===== src/rtl/axilite_m_queued.sv =====
// axilite_m_queued: AXI4-Lite master running queued read/write commands in order, one completion each, with a wait-state timeout
module axilite_m_queued #(
  parameter int ADDR_W  = 32,
  parameter int DATA_W  = 32,
  parameter int DEPTH   = 4,
  parameter int TIMEOUT = 256
) (
  input  logic                  m_axi_aclk,
  input  logic                  m_axi_aresetn,
  input  logic                  cmd_valid,
  output logic                  cmd_ready,
  input  logic                  cmd_we,
  input  logic [ADDR_W-1:0]     cmd_addr,
  input  logic [DATA_W-1:0]     cmd_wdata,
  input  logic [DATA_W/8-1:0]   cmd_wstrb,
  output logic                  rsp_valid,
  input  logic                  rsp_ready,
  output logic                  rsp_we,
  output logic [DATA_W-1:0]     rsp_rdata,
  output logic [1:0]            rsp_resp,
  output logic                  rsp_timeout,
  output logic                  busy,
  output logic [ADDR_W-1:0]     m_axi_awaddr,
  output logic [2:0]            m_axi_awprot,
  output logic                  m_axi_awvalid,
  input  logic                  m_axi_awready,
  output logic [DATA_W-1:0]     m_axi_wdata,
  output logic [DATA_W/8-1:0]   m_axi_wstrb,
  output logic                  m_axi_wvalid,
  input  logic                  m_axi_wready,
  input  logic [1:0]            m_axi_bresp,
  input  logic                  m_axi_bvalid,
  output logic                  m_axi_bready,
  output logic [ADDR_W-1:0]     m_axi_araddr,
  output logic [2:0]            m_axi_arprot,
  output logic                  m_axi_arvalid,
  input  logic                  m_axi_arready,
  input  logic [DATA_W-1:0]     m_axi_rdata,
  input  logic [1:0]            m_axi_rresp,
  input  logic                  m_axi_rvalid,
  output logic                  m_axi_rready
);
  localparam int AW = $clog2(DEPTH);
  typedef struct packed {
    logic                we;
    logic [ADDR_W-1:0]   addr;
    logic [DATA_W-1:0]   wdata;
    logic [DATA_W/8-1:0] wstrb;
  } cmd_t;
  typedef enum logic [2:0] {IDLE, WR, WR_B, RD_AR, RD_R, RSP} st_t;
  cmd_t mem_q [DEPTH];
  cmd_t cur_q;
  st_t st_q;
  logic [AW:0] wp_q, rp_q;
  logic [31:0] cnt_q;
  logic issue_q, aw_done_q, w_done_q;
  logic full, empty, push, pop, aw_fin, w_fin, adv, wait_st, tmo_exit;
  assign full = (wp_q[AW] != rp_q[AW]) && (wp_q[AW-1:0] == rp_q[AW-1:0]);
  assign empty = wp_q == rp_q;
  assign cmd_ready = m_axi_aresetn && !full;
  assign push = cmd_valid && cmd_ready;
  // issue_q marks a popped command waiting one cycle before its AXI valids rise
  assign pop = (st_q == IDLE) && !issue_q && !empty;
  assign busy = (st_q != IDLE) || issue_q || !empty;
  assign m_axi_awprot = 3'b000;
  assign m_axi_arprot = 3'b000;
  assign aw_fin = aw_done_q || (m_axi_awvalid && m_axi_awready);
  assign w_fin = w_done_q || (m_axi_wvalid && m_axi_wready);
  assign wait_st = st_q inside {WR, WR_B, RD_AR, RD_R};
  assign adv = (st_q == WR) ? aw_fin && w_fin :
               (st_q == WR_B) ? m_axi_bvalid :
               (st_q == RD_AR) ? m_axi_arready : m_axi_rvalid;
  assign tmo_exit = wait_st && !adv && (TIMEOUT != 0) && (cnt_q == 32'(TIMEOUT - 1));
  always_ff @(posedge m_axi_aclk) begin
    if (push) mem_q[wp_q[AW-1:0]] <= '{cmd_we, cmd_addr, cmd_wdata, cmd_wstrb};
  end
  always_ff @(posedge m_axi_aclk) begin
    if (!m_axi_aresetn) begin
      wp_q <= '0;
      rp_q <= '0;
    end else begin
      if (push) wp_q <= wp_q + (AW+1)'(1);
      if (pop) rp_q <= rp_q + (AW+1)'(1);
    end
  end
  always_ff @(posedge m_axi_aclk) begin
    if (!m_axi_aresetn) begin
      st_q <= IDLE;
      issue_q <= 1'b0;
      cur_q <= '0;
      cnt_q <= '0;
      aw_done_q <= 1'b0;
      w_done_q <= 1'b0;
      m_axi_awvalid <= 1'b0;
      m_axi_wvalid <= 1'b0;
      m_axi_bready <= 1'b0;
      m_axi_arvalid <= 1'b0;
      m_axi_rready <= 1'b0;
      m_axi_awaddr <= '0;
      m_axi_wdata <= '0;
      m_axi_wstrb <= '0;
      m_axi_araddr <= '0;
      rsp_valid <= 1'b0;
      rsp_we <= 1'b0;
      rsp_rdata <= '0;
      rsp_resp <= 2'b00;
      rsp_timeout <= 1'b0;
    end else begin
      cnt_q <= cnt_q + 32'd1;
      case (st_q)
        IDLE: begin
          if (issue_q) begin
            issue_q <= 1'b0;
            cnt_q <= '0;
            aw_done_q <= 1'b0;
            w_done_q <= 1'b0;
            st_q <= cur_q.we ? WR : RD_AR;
            m_axi_awvalid <= cur_q.we;
            m_axi_wvalid <= cur_q.we;
            m_axi_arvalid <= !cur_q.we;
            if (cur_q.we) begin
              m_axi_awaddr <= cur_q.addr;
              m_axi_wdata <= cur_q.wdata;
              m_axi_wstrb <= cur_q.wstrb;
            end else m_axi_araddr <= cur_q.addr;
          end else if (pop) begin
            cur_q <= mem_q[rp_q[AW-1:0]];
            issue_q <= 1'b1;
          end
        end
        WR: begin
          aw_done_q <= aw_fin;
          w_done_q <= w_fin;
          if (m_axi_awready) m_axi_awvalid <= 1'b0;
          if (m_axi_wready) m_axi_wvalid <= 1'b0;
          if (adv) begin
            m_axi_bready <= 1'b1;
            cnt_q <= '0;
            st_q <= WR_B;
          end
        end
        WR_B: begin
          if (adv) begin
            m_axi_bready <= 1'b0;
            rsp_valid <= 1'b1;
            rsp_we <= 1'b1;
            rsp_rdata <= '0;
            rsp_resp <= m_axi_bresp;
            rsp_timeout <= 1'b0;
            st_q <= RSP;
          end
        end
        RD_AR: begin
          if (adv) begin
            m_axi_arvalid <= 1'b0;
            m_axi_rready <= 1'b1;
            cnt_q <= '0;
            st_q <= RD_R;
          end
        end
        RD_R: begin
          if (adv) begin
            m_axi_rready <= 1'b0;
            rsp_valid <= 1'b1;
            rsp_we <= 1'b0;
            rsp_rdata <= m_axi_rdata;
            rsp_resp <= m_axi_rresp;
            rsp_timeout <= 1'b0;
            st_q <= RSP;
          end
        end
        RSP: begin
          if (rsp_ready) begin
            rsp_valid <= 1'b0;
            st_q <= IDLE;
          end
        end
        default: st_q <= IDLE;
      endcase
      // a stuck slave is abandoned; anything it sends later is ignored since no ready stays high
      if (tmo_exit) begin
        m_axi_awvalid <= 1'b0;
        m_axi_wvalid <= 1'b0;
        m_axi_bready <= 1'b0;
        m_axi_arvalid <= 1'b0;
        m_axi_rready <= 1'b0;
        rsp_valid <= 1'b1;
        rsp_we <= cur_q.we;
        rsp_rdata <= '0;
        rsp_resp <= 2'b10;
        rsp_timeout <= 1'b1;
        st_q <= RSP;
      end
    end
  end
endmodule


===== config.mk =====
export PLATFORM = sky130hd
export DESIGN_NAME = axilite_m_queued
export DESIGN_NICKNAME = d
export VERILOG_FILES = /design/src/rtl/axilite_m_queued.sv
export SDC_FILE = /design/constraint.sdc
export NUM_CORES = 1
export LEC_CHECK = 0
export BUFFER_PORTS_ARGS = -buffer_cell sky130_fd_sc_hd__buf_2
export CELL_PAD_IN_SITES_DETAIL_PLACEMENT = 1
export CELL_PAD_IN_SITES_GLOBAL_PLACEMENT = 1
export CORE_ASPECT_RATIO = 0.9
export CORE_MARGIN = 2
export CORE_UTILIZATION = 45
export DETAILED_ROUTE_END_ITERATION = 8
export GPL_ROUTABILITY_DRIVEN = 0
export HOLD_SLACK_MARGIN = 0.08
export PLACE_DENSITY_LB_ADDON = 0.08
export REMOVE_ABC_BUFFERS = 1
export SLEW_MARGIN = 10
export SYNTH_ARGS = -nofsm -noshare
export SYNTH_HDL_FRONTEND = slang
export SYNTH_SLANG_ARGS = --single-unit

===== constraint.sdc =====
create_clock -name m_axi_aclk -period 6.5 [get_ports m_axi_aclk]
set_input_delay 0.325 -clock m_axi_aclk [delete_from_list [all_inputs] [get_ports m_axi_aclk]]
set_output_delay 0.325 -clock m_axi_aclk [all_outputs]
set_load 0.05 [all_outputs]

Word level (Yosys, flattened, before mapping)
Memories as Yosys holds them, arrays and structs flattened. A register that Yosys moved wholly into a read port is not among the register bits.
Cells that the tools add are included.
Word-level totals
  input bits: 114
  memories: 1
  bits in registers: 186
  RAM bits: 276
Operators by class
  eq/ne operators: 25
  add/sub/neg operators: 3
  multiplexer cells: 46
  reductions and logical operators: 50
  bitwise logic cells: 3
Memories
  mem_q: words 4, bits a word 69, rd ports 1, clocked after Yosys merged registers in 1, write ports 1, line 51  | cmd_t mem_q [DEPTH];
Operator list (count)
  $mux 32: 4
  $pmux 32 s2: 2
  $reduce_and 3->1: 11
  $add 32x1->32 const B: 1
  $eq 32x8->1 const B: 1
  $mux 1: 19
  $mux 3: 6
  $ne 3x3->1 const B: 6
  $pmux 1 s2: 9
  $ne 2x2->1 const B: 8
  $pmux 3 s5: 1
  $reduce_bool 2->1: 7
  $logic_and 1x1->1: 10
  $reduce_and 5->1: 2
  $reduce_bool 3->1: 3
  $mux 2: 4
  $add 3x1->3 const B: 2
  $eq 3x2->1 const B: 2
  $eq 3x3->1 const B: 2
  $logic_not 1->1: 6
  $reduce_or 2->1: 3
  $logic_or 1x1->1: 4
  $pmux 2 s2: 1
  $reduce_and 2->1: 2
  other kinds (9): 11

Depth between registers and ports, before layout
  word-level depth: 9
  gate-level depth with buffers: 8
  depth with buffers taken out: 5

Least setup slack after synthesis
No wires, ideal clock.
  path kind: register to register
  start point: register rp_q[0]
  end point: memory mem_q[3][0] (netlist bit), enable pin
  data arrival time: 3.591 ns
  clock period less this slack: 4.028 ns
  setup slack: 2.472 ns
  library setup time: 0.436 ns
  cell stages (with the launch flop): 5
  cell sequence: dfxtp_1 > clkbuf_1 > xnor2_1 > a31oi_1 > and3_1
On the way
  cells in the longest elaborated chain, start to end: 7
RTL lines
  start: declaration: line 54  | logic [AW:0] wp_q, rp_q;
  start signal: assignment: line 83  | if (pop) rp_q <= rp_q + (AW+1)'(1);
  $eq 2x2->1: line 58  | assign full = (wp_q[AW] != rp_q[AW]) && (wp_q[AW-1:0] == rp_q[AW-1:0]);
  $logic_and 1x1->1: line 58
  $logic_not 1->1: line 60  | assign cmd_ready = m_axi_aresetn && !full;
  $logic_and 1x1->1: line 60
  via cmd_ready: line 11  | output logic cmd_ready,
  $logic_and 1x1->1: line 61  | assign push = cmd_valid && cmd_ready;
  $mux 1: line 75  | if (push) mem_q[wp_q[AW-1:0]] <= '{cmd_we, cmd_addr, cmd_wdata, cmd_wstrb};
  $mux 1 (implied by the code): line 75
  end: declaration: line 51
The timed path passes the listed nets, and every way through them passes these cells.

Worst setup path after layout
  start point: register rp_q[0]
  end point: memory mem_q[1][65] (netlist bit), enable pin
On the way
  cells in the longest elaborated chain, start to end: 7
RTL lines (line)
  $eq 2x2->1: 58
  $logic_and 1x1->1: 58
  $logic_not 1->1: 60
  $logic_and 1x1->1: 60
  $logic_and 1x1->1: 61
  $mux 1: 75
  $mux 1 (implied by the code): 75
No other way between the ends.

==> results.toml <==
[synthesis]
synth_top_cell_by_area = "edfxtp_1"
synth.most_common_cell = "nand2_1"
synthArstFlopShare = 0
synth_seq_cells = 531
synth_edf_count = 276
synthCells = 1526
synth_area_um2 = 19400
syn_area_per_cell_um2 = 12.7
yosysSeqAreaShare = 0.691
yosysWarnings = 0
synth_area_leaders = "edfxtp_1 43%, dfxtp_1 26%, mux4_2 8.0%, nand2_1 7.0%, a21oi_1 4.9%"
synthFlopType = "edfxtp_1"
synth_commonest_cells = "363 x nand2_1, 276 x edfxtp_1, 255 x dfxtp_1"
synth.top_cell.area_share = 0.428
yosys.cell_types.count = 46

[final_layout]
num-nets-final = 1982
final_cells = 2463
n_fill_cell = 4407
drive_gt1_frac = 0.232
finalInstanceArea_um2 = 24000
syn_to_final_growth_pct = 24.0

[critical_path]
cp.required_ps = 6710
crit_type = "reg2reg"
rrSetupSlack_ps = 3530
slowest_delay_ps = 810
path_cells = "xnor2_1 > a31oi_1 > and3_4 > buf_4"
critPathMaxFanout = 69
cp-end-kind = "register"
startpoint_type = "register"
critPathArrivalTime_ps = 3180
slowest_stage = "buf_4"

[placed_design]
dp_hpwl_um = 27400
dp_cells = 2254
dpl_cell_area_um2 = 21100
port_buffers = 257

[global_route]
grt_pass1_wl_um = 75100
grt_overflow = 0
antenna_found_initial = 1
track_usage = 0.213
grt_pass1_vias = 13500
grt_start_max_net_pins = 108

[timing]
clock_skew_ps = 21.4
finalMaxSlewViolations = 0
hold_viol = 0
grt_setup_unrepaired = "no"
fmax_mhz = 336
slew_headroom = 0.184
min_period_ps = 2970
whs_ps = 104
min_period_over_period = 0.458
worst_slew_pin_slew_ps = 1220
setup_viol = 0

[power]
p_per_area_nw_per_um2 = 373
power.total_uw = 8960
p_leak_uw = 0.00861
ir_worst_vdd_v = 0.000248

[clocking]
cts_sinks = 531
clock_path_buffers = 3
clk_pin_slew_worst_paths_ps = 60
ctsHoldBuffers = 106
h-tree-depth = 2
clockRootBuffer = "clkbuf_16"
postCtsSetupRepairBufs = 0
worstSkewPairLatency_ps = 610
cts.repair.resized = 0
cts_made_buffers = 54
cts_tree = "built"

[floorplanning]
initial_core_util = 0.454
ioPinCount = 264
coreArea_um2 = 42700
die-width_um = 223
dieHeight_um = 201
die_area_um2 = 44800
rows = 72

[detailed_routing]
drt-wirelength-per-cell_um = 19.4
wirelength_um = 47900
vias = 12900
dr.first_iter.drc_count = 682
drc = 0
first_pass_iters = 4
detail-route-antenna-nets = 0
vias_per_cell = 5.23

[run]
cap_violations = 0

[hold_path]
min_path_type = "in2reg"

[run_status]
status = "finished, final reports clean"
## per-stage QoR
step | setup WS (ps) | util | TNS (ps)
6_report | 3530 | 0.563 | 0
5_1_grt | 3280 | 0.563 | 0
4_1_cts | 3200 | 0.562 | 0
3_5_place_dp | 3240 | 0.495 | 0
3_3_place_gp | 3340 | 0.495 | 0
2_1_floorplan | -450 | - | -90980
## registers in the layout, summed over array words and instances, names as in the netlist, 2 cells and up
signal	cells
rsp_rdata	32
mem_q	276
rsp_resp	2
wp_q	3
m_axi_wdata	32
m_axi_araddr	32
cur_q	69
cnt_q	32
m_axi_wstrb	4
m_axi_awaddr	32
rp_q	3
st_q	3
## critical path, delay by kind of cell (launching register included)
family | cells | cell delay (ps)
AOI/OAI and AO/OA | 1 | 460
buffers and inverters | 1 | 810
DFF | 1 | 740
xor gates and xnor gates | 1 | 260
and+or+nand+nor | 1 | 240
## cell families after synthesis
kind of cell    synth area share
flops                      0.691
simple gates               0.112
compound gates            0.0710
buf+inv                   0.0233
mux                       0.0817
xor+xnor                  0.0167
fa+ha+maj                0.00387
other cells             0.000193
## layout make-up
cell class	count	area (um^2)	area share
diodes	1	2.50	0.000104
well taps	555	694	0.0289
clock buffers	62	1400	0.0583
clock inverters	39	422	0.0175
repair buffers	375	2450	0.102
flip-flops and latches	531	13400	0.558
multi-input cells	892	5630	0.234
inverters	8	35.0	0.00146
## per-layer routing
layer | vias to the layer above | wire length (um) | global-route usage
met1 | 6412 | 20900 | 0.274
met4 | 0 | 1360 | 0.0690
met2 | 266 | 23800 | 0.367
met5 | - | 0 | 0
met3 | 89 | 1850 | 0.0372
li1 | 6110 | - | -
## placed cells by master, fill, tap and decap left out, types with 7 or more instances in the layout
cell and n:
nand2_1 362, edfxtp_1 276, buf_2 257, dfxtp_1 253, a21oi_1 191, dlygate4sd3_1 106
nor2_1 77, mux4_2 69, clkbuf_16 54, a22oi_1 29, xor2_1 25, nand3_1 20
clkinv_2 13, xnor2_1 12, nand4_1 12, buf_4 11, o21ai_0 10, and3_1 9
clkinv_1 8, bufinv_16 8, inv_1 7, nor4_1 7, clkinvlp_4 7
## power breakdown
part | leakage (uW) | switching [uW] | total (uW) | internal, uW
clock network | 0.000880 | 1310 | 3180 | 1870
logic | 0.00316 | 1110 | 1740 | 631
registers | 0.00457 | 246 | 4040 | 3800
total | 0.00861 | 2670 | 8960 | 6290
## final timing paths
path,end,depth (start not counted),start
worst max register to register,mem_q[1][65],4,rp_q[0]
worst min register to register,m_axi_araddr[20],2,m_axi_araddr[20]
worst max-delay path,mem_q[1][65],4,rp_q[0]
worst min-delay path,wp_q[1],3,m_axi_aresetn
(Power assumes the default switching activity.)
